[config.mk]
export PLATFORM = sky130hd
export DESIGN_NAME = dpram_param
export DESIGN_NICKNAME = d
export VERILOG_FILES = /design/src/rtl/dpram_pkg.sv /design/src/rtl/dpram_clrseq.sv /design/src/rtl/dpram_param.sv
export SDC_FILE = /design/constraint.sdc
export NUM_CORES = 1
export LEC_CHECK = 0
export ABC_AREA = 0
export BUFFER_PORTS_ARGS = -buffer_cell sky130_fd_sc_hd__buf_2
export CAP_MARGIN = 20
export CORE_MARGIN = 4
export CORE_UTILIZATION = 43
export CTS_BUF_LIST = sky130_fd_sc_hd__clkbuf_8 sky130_fd_sc_hd__clkbuf_16
export CTS_CLUSTER_SIZE = 10
export DETAILED_ROUTE_END_ITERATION = 10
export GPL_ROUTABILITY_DRIVEN = 0
export MAX_ROUTING_LAYER = met4
export RECOVER_POWER = 50
export SKIP_CTS_REPAIR_TIMING = 1
export SYNTH_ARGS = -nofsm -noshare
export SYNTH_HDL_FRONTEND = slang
export SYNTH_SLANG_ARGS = --single-unit
export TNS_END_PERCENT = 5
[constraint.sdc]
create_clock -name clk -period 3.2 [get_ports clk]
set_input_delay 0.32 -clock clk [delete_from_list [all_inputs] [get_ports clk]]
set_output_delay 0.32 -clock clk [all_outputs]
set_load 0.005 [all_outputs]
[src/rtl/dpram_pkg.sv]
// Shared constants and clear-sequencer state encoding for the dual-port RAM.
package dpram_pkg;

  localparam int unsigned DEF_ADDRW    = 5;
  localparam int unsigned DEF_DATAW    = 32;
  localparam int unsigned DEF_READ_REG = 1;

  typedef enum logic {
    ST_IDLE  = 1'b0,
    ST_CLEAR = 1'b1
  } clr_state_e;

endpackage

[src/rtl/dpram_clrseq.sv]
// Clear sequencer: walks every address once, owning the array while busy.
module dpram_clrseq
  import dpram_pkg::*;
#(
  parameter int unsigned ADDRW = DEF_ADDRW
) (
  input  logic             clk,
  input  logic             reset,
  input  logic             clear,
  output logic             busy,
  output logic [ADDRW-1:0] addr
);

  localparam logic [ADDRW-1:0] LAST = '1;

  clr_state_e       state_q, state_d;
  logic [ADDRW-1:0] cnt_q, cnt_d;

  // State and counter register; reset starts a fresh clear pass.
  always_ff @(posedge clk or posedge reset) begin
    if (reset) begin
      state_q <= ST_CLEAR;
      cnt_q   <= '0;
    end else begin
      state_q <= state_d;
      cnt_q   <= cnt_d;
    end
  end

  // Next state: a clear request always restarts from address 0.
  always_comb begin
    state_d = state_q;
    cnt_d   = cnt_q;
    case (state_q)
      ST_IDLE: begin
        if (clear) begin
          state_d = ST_CLEAR;
          cnt_d   = '0;
        end
      end
      ST_CLEAR: begin
        if (clear) begin
          cnt_d = '0;
        end else if (cnt_q == LAST) begin
          state_d = ST_IDLE;
          cnt_d   = '0;
        end else begin
          cnt_d = cnt_q + ADDRW'(1);
        end
      end
      default: begin
        state_d = ST_IDLE;
        cnt_d   = '0;
      end
    endcase
  end

  // Outputs decoded straight from the state register.
  always_comb begin
    busy = (state_q == ST_CLEAR);
    addr = cnt_q;
  end

endmodule

[src/rtl/dpram_param.sv]
// Parameterised dual-port RAM with byte enables, optional registered read
// and a self-clearing sequencer that zeroes the array after reset or clear.
module dpram_param
  import dpram_pkg::*;
#(
  parameter int unsigned ADDRW    = DEF_ADDRW,
  parameter int unsigned DATAW    = DEF_DATAW,
  parameter int unsigned READ_REG = DEF_READ_REG
) (
  input  logic               clk,
  input  logic               reset,
  input  logic [ADDRW-1:0]   raddr,
  input  logic               re,
  output logic [DATAW-1:0]   dataout,
  input  logic [ADDRW-1:0]   waddr,
  input  logic [DATAW-1:0]   datain,
  input  logic [DATAW/8-1:0] be,
  input  logic               we,
  input  logic               clear,
  output logic               busy
);

  localparam int unsigned DEPTH = 1 << ADDRW;
  localparam int unsigned BYTES = DATAW / 8;

  logic [DATAW-1:0] mem [DEPTH];
  logic [ADDRW-1:0] clr_addr;
  logic             wr_en;

  dpram_clrseq #(
    .ADDRW (ADDRW)
  ) u_clrseq (
    .clk   (clk),
    .reset (reset),
    .clear (clear),
    .busy  (busy),
    .addr  (clr_addr)
  );

  assign wr_en = we & ~busy;

  // Array write: the sequencer has priority, user writes are dropped while busy.
  always_ff @(posedge clk) begin
    if (busy) begin
      mem[clr_addr] <= '0;
    end else if (wr_en) begin
      for (int i = 0; i < BYTES; i++) begin
        if (be[i]) begin
          mem[waddr][8*i +: 8] <= datain[8*i +: 8];
        end
      end
    end
  end

  if (READ_REG != 0) begin : g_reg
    logic [DATAW-1:0] rd_word;
    logic [DATAW-1:0] rd_q;

    // Write-first merge when reading the word being written this cycle.
    always_comb begin
      rd_word = mem[raddr];
      for (int i = 0; i < BYTES; i++) begin
        if (wr_en && be[i] && (raddr == waddr)) begin
          rd_word[8*i +: 8] = datain[8*i +: 8];
        end
      end
    end

    // Registered read; flushed to zero while the array is being cleared.
    always_ff @(posedge clk or posedge reset) begin
      if (reset) begin
        rd_q <= '0;
      end else if (busy) begin
        rd_q <= '0;
      end else if (re) begin
        rd_q <= rd_word;
      end
    end

    assign dataout = busy ? '0 : rd_q;
  end else begin : g_async
    assign dataout = busy ? '0 : mem[raddr];
  end

endmodule

**Word-level counts from Yosys, hierarchy flattened**

Memory sizes are Yosys's and may differ from the RTL's.
Index checks and enable logic that the tools add are counted.

- Bits of input ports: 51
- Register bits after elaboration: 38
- Output and inout port bits: 33
- ROM bits: 0
- Bits in latches: 0
- Memory bits (writable): 1024
- Memories: 1
- Word-level logic and storage cells: 56

Memory list:

| name | words | width | read ports | clocked after Yosys merged registers in | write ports | line | RTL |
|---|---|---|---|---|---|---|---|
| mem | 32 | 32 | 1 | 0 | 1 | dpram_param.sv:26 | `logic [DATAW-1:0] mem [DEPTH];` |

- Reduce and logical (&&, ||, !) cells: 10
- Shift-type cells: 0
- Multiplexer cells: 36
- Equal/unequal tests: 3
- Multiply operators: 0
- Divide/modulo/power cells: 0
- Add/subtract/negate cells: 1
- Bitwise gates (word level): 2
- $lt $le $gt $ge: 0

Operators by type and width:

| cell | number |
|---|---|
| 32-bit two-way mux | 4 |
| 8-bit two-way mux | 4 |
| 32-bit OR reduction | 1 |
| 1-bit two-way mux | 21 |
| 5-bit two-way mux | 4 |
| 5-bit case mux with 2 select lines | 1 |
| 1-bit logical AND | 8 |
| 5-bit by 1-bit adder with 5-bit output, second input constant | 1 |
| 5-bit == test | 1 |
| 5-bit == test, second input constant | 1 |
| 4-bit two-way mux | 1 |
| 2-bit inequality test, second input constant | 1 |
| 1-bit case mux with 2 select lines | 1 |
| 2-bit nonzero test | 1 |
| 1-bit bitwise AND | 1 |
| 1-bit inverter | 1 |

**Longest topological paths before layout**

- Depth in word-level cells: 7
- Mapped depth: 8
- Gate-level depth less buffers: 6

**Modules after synthesis**

From an unflattened synthesis, not the netlist that was laid out.

- Cell total of the unflattened synthesis: 2108
- Area, all modules: 42406.9 µm²

Modules (own cells, without submodules):

| module | area an instance (µm²) | times used | sequential area each (µm²) | cells an instance |
|---|---|---|---|---|
| dpram_param | 42114.1 | 1 | 31550.3 | 2080 |
| dpram_clrseq | 292.8 | 1 | 151.4 | 28 |

**Least setup slack after synthesis**

Ideal clock, no wire load.

- Path type: flip-flop to flip-flop
- From: register u_clrseq.state_q, in the netlist u_clrseq.busy
- To: memory mem[1][0] (netlist bit), enable pin
- Arrival: 1.884 ns
- Setup slack: 0.946 ns
- Required time: 2.830 ns
- Cell stages (with the launch flop): 9
- Library setup time: 0.370 ns
- Buffers on the path: 3
- Path through: dfstp_2 nor2b_1 buf_2 o41a_1 clkbuf_1 buf_2 nor4_1 a31oi_1 nor2_1

- Word-level cells in the longest chain between the ends: 7
- Elaborated cells between the ends (all ways): 19

RTL lines:

| item | line | RTL |
|---|---|---|
| start, declared | dpram_clrseq.sv:16 | `clr_state_e state_q, state_d;` |
| start signal, assigned | dpram_clrseq.sv:25 | `state_q <= state_d;` |
| 1-bit inverter | dpram_param.sv:40 | `assign wr_en = we & ~busy;` |
| 1-bit bitwise AND | dpram_param.sv:40 |  |
| 1-bit two-way mux | dpram_param.sv:46 | `end else if (wr_en) begin` |
| 1-bit two-way mux | dpram_param.sv:44 | `if (busy) begin` |
| 1-bit two-way mux (implied by the code) | dpram_param.sv:49 | `mem[waddr][8*i +: 8] <= datain[8*i +: 8];` |
| 32-bit OR reduction (no line) | - |  |
| 5-bit two-way mux (no line) or 4-bit two-way mux (tied branches) | - |  |
| end, declared | dpram_param.sv:26 |  |

Several ways; a longest one is shown, not always the timed one.

**Worst setup path after layout**

- From: register u_clrseq.state_q, in the netlist u_clrseq.busy
- To: memory mem[21][2] (netlist bit), data pin

- Word-level cells in the longest chain between the ends: 7
- Elaborated cells between the ends (all ways): 16

RTL lines:

| item | line |
|---|---|
| 1-bit inverter | dpram_param.sv:40 |
| 1-bit bitwise AND | dpram_param.sv:40 |
| 1-bit two-way mux | dpram_param.sv:46 |
| 1-bit two-way mux | dpram_param.sv:44 |
| 1-bit two-way mux (implied by the code) | dpram_param.sv:49 |
| 32-bit OR reduction (no line) (*) | - |
| 32-bit two-way mux (no line) (*) | - |

Every way passes the cells marked *; elsewhere a longest branch is shown, timed or not.

==> out/results.txt <==
Post-DP Area -> 0.0452 sq mm
CTS buffer count -> 118
sequential share of power -> 53.9%
final hold viol count -> 1
Max Slew Vio Count -> 130
Hold Crit Endpoint -> g_reg.rd_q[7]$_DFFE_PP0P_
violated checks -> negative hold slack, max-capacitance violations, max-slew violations
IO Count -> 84
mean post-synth cell area -> 19.9 sq um
arrival time worst endpoint -> 3.18 ns
grt ovf -> 0
Initial DRT Pass Iterations -> 6
flop-to-flop setup slack -> 0.25 ns
CTS max path bufs -> 3
post-DP HPWL -> 71700 microns
CTS tree -> yes
Ys Warns -> 0
final period utilization -> 92.1%
Critical Path RT -> 3.44 ns
Die Ht -> 321 microns
largest fanout on the critical path -> 73
synthesis-stage register bit count -> 1062
port buffer count -> 83
Residual DRC -> 0
Leak Pwr -> 17.3 nW
cells after synthesis -> 2112
initial antenna violation count -> 9
Critical Path End Type -> flip-flop
Sw Ratio -> 20.6%
Routed WL -> 108000 microns
hold_ws -> -0.0270 ns
share of cells above drive strength 1 -> 27.3%
status -> complete, but fails checks
Hold Crit Depth -> 3
unrepaired setup endpoints after global routing -> false
worst r2r src -> u_clrseq.busy$_DFF_PP1_
Setup Skew -> 0.0279 ns
Syn Nets -> 2165
asr flop ratio synth -> 3.58%
Comb pwr share -> 4.5%
max_cap viols -> 4
synthesized area -> 0.0420 sq mm
fin crit period -> 2.95 ns
Iter 0 DRT Violations -> 2818
worst setup path category -> reg -> reg
reg-to-reg critical path endpoint -> mem[21][2]$_DFFE_PP_
part of the Yosys area used for sequential elements -> 75.5%
Min-Delay Path Class -> in -> reg
Die Wd -> 321 microns
Rows -> 114
number of synthesized flops with an enable pin -> 1024
P_sw -> 5.81 mW
Final TNS setup -> 0 ns
clock power share -> 41.6%
htree depth -> 3
P&R area growth vs syn -> 16.2%
initial core utilization -> 43.4%
clock root cell -> clkbuf_16
via count -> 22100
Post-synth top flop -> edfxtp_1
Skew-Pair Late Insertion Delay -> 0.68 ns
hold path start -> datain[7]
Max VDD drop -> 0.475 mV
Layout Nets -> 2468
CTS Sinks -> 1062
critical path startpoint category -> flip-flop
pin count of the biggest net entering global routing -> 74
Antenna Violating Nets Remaining -> 0
clock-pin slew on the worst setup and hold paths -> 0.06 ns
mean routed wirelength per cell -> 28.8 microns
first-pass GRT wire length -> 157000 microns
vias in the first global route -> 22400
Final setup viols -> 0
FILL cells -> 7716
die outline area -> 0.103 sq mm
Rel. slew slack -> -58.6%
design area -> 0.0488 sq mm
P_int -> 22.5 mW
Max Clk Rate -> 0.339 GHz
R2R depth -> 5
core area -> 0.0969 sq mm
Slew @ Worst Pin -> 2.38 ns
Netlist cell types -> 47
Power Density -> 579 mW/mm^2
via/cell ratio -> 5.87
GRT Total Usage -> 21.8%
[registers in the layout (all words and copies together), names as in the netlist]
signal and cells:
g_reg.rd_q 32, u_clrseq.addr 5, u_clrseq.busy 1, mem 1024
[metal layers]
| metal | track usage (%) | up-vias | wire (microns) | part of all wire [%] |
|---|---|---|---|---|
| met5 | - | - | 0 | 0 |
| met4 | 6.32 | 0 | 2920 | 2.7 |
| met3 | 4.97 | 171 | 9880 | 9.1 |
| met2 | 31.6 | 1019 | 49500 | 46 |
| met1 | 31.2 | 11700 | 46000 | 42 |
| li1 | - | 9272 | - | - |
[logic make-up after synthesis]
group	count (synthesis)	share of synthesized area (%)
DFF	1062	75.5
and+or+nand+nor	395	4.36
muxes	326	15.4
AOI/OAI and AO/OA	173	2.89
buffers and inverters	149	1.67
xor gates and xnor gates	5	0.104
adders and majority gates	2	0.0596
[how the worst max path moves through the flow]
stage | startpoint | to | slack [ns]
final | u_clrseq.busy$_DFF_PP1_ | mem[21][2]$_DFFE_PP_ | 0.25
after global routing | reset | g_reg.rd_q[26]$_DFFE_PP0P_ | 0.15
after global placement | we | mem[30][25]$_DFFE_PP_ | -0.58
after CTS | u_clrseq.busy$_DFF_PP1_ | mem[24][9]$_DFFE_PP_ | 0.32
after floorplan | u_clrseq.busy$_DFF_PP1_ | mem[1][0]$_DFFE_PP_ | 0.95
after detailed placement | be[2] | mem[24][13]$_DFFE_PP_ | 0.18
[cells in the mapped netlist, drive strengths merged (9+ instances only)]
| master | n | area (sq um) |
|---|---|---|
| and2 | 34 | 213 |
| mux2i | 67 | 671 |
| clkbuf | 68 | 260 |
| a31oi | 21 | 131 |
| o211ai | 21 | 158 |
| edfxtp | 1024 | 30700 |
| o221ai | 10 | 87.6 |
| a211oi | 28 | 210 |
| nor2 | 140 | 526 |
| a21oi | 9 | 45.0 |
| a41oi | 15 | 131 |
| o22ai | 60 | 375 |
| inv | 12 | 45.0 |
| nor3 | 23 | 115 |
| nor4 | 12 | 90.1 |
| mux4 | 257 | 5790 |
| nand3 | 33 | 165 |
| nand2 | 99 | 372 |
| buf | 68 | 390 |
| dfrtp | 37 | 926 |
| nor2b | 32 | 200 |
[final cells by class]
type | instances | area (sq um) | share of cell area [%]
Sequential cell | 1062 | 31700 | 65.0
Multi-Input combinational cell | 901 | 9650 | 19.8
Clock buffer | 121 | 3010 | 6.16
Timing Repair Buffer | 319 | 2460 | 5.04
Tap cell | 1276 | 1600 | 3.27
Clock inverter | 65 | 304 | 0.623
Inverter | 13 | 48.8 | 0.100
Antenna cell | 9 | 22.5 | 0.0462
[layout by cell type, fill, tap and decap left out, types with 5 or more instances in the layout]
cell type	instances
mux4_2	257
nor4_1	11
diode_2	9
o22ai_1	60
clkbuf_1	12
and2_1	9
a41oi_1	15
clkbuf_2	20
o221ai_1	10
buf_4	149
nor2_1	140
a31oi_1	16
dfrtp_1	37
clkbuf_16	119
a21oi_1	5
mux2i_1	67
buf_12	13
edfxtp_1	1024
nor3_1	23
a211oi_1	28
nor2b_1	31
buf_2	80
and2_0	25
nand2_1	99
o211ai_1	21
buf_8	6
inv_1	67
a31oi_2	5
nand3_1	33
dlygate4sd3_1	30
[power groups by stage]
| stage | registers [mW] | clock network (mW) | logic (mW) |
|---|---|---|---|
| 3_5_place_dp | 15.5 | 0 | 1.27 |
| 6_report | 15.2 | 11.8 | 1.28 |
| 4_1_cts | 15.2 | 12.0 | 1.27 |
| 5_1_grt | 15.2 | 12.6 | 1.36 |
| 3_3_place_gp | 15.5 | 0 | 1.25 |
| 2_1_floorplan | 15.5 | 0 | 0.814 |
[stage by stage]
stage	instances	utilization (%)	setup WS, ns	total power [mW]	hold WS, ns
floorplan	2112	-	0.946	16.3	0.386
global placement	3520	46.4	-0.576	16.8	0.563
detailed placement	3529	46.6	0.179	16.8	0.566
CTS	3715	50.0	0.316	28.5	-0.165
global route	3764	50.4	0.145	29.2	0.00584
finish	3766	50.4	0.254	28.3	-0.0270
[critical path, cell delays in order (launching register included)]
cell and delay (ns):
dfstp_2 0.42, nor2b_1 0.17, o41a_2 0.24, buf_12 0.29
and2_1 0.17, clkbuf_1 1.16
(Power assumes the default switching activity.)
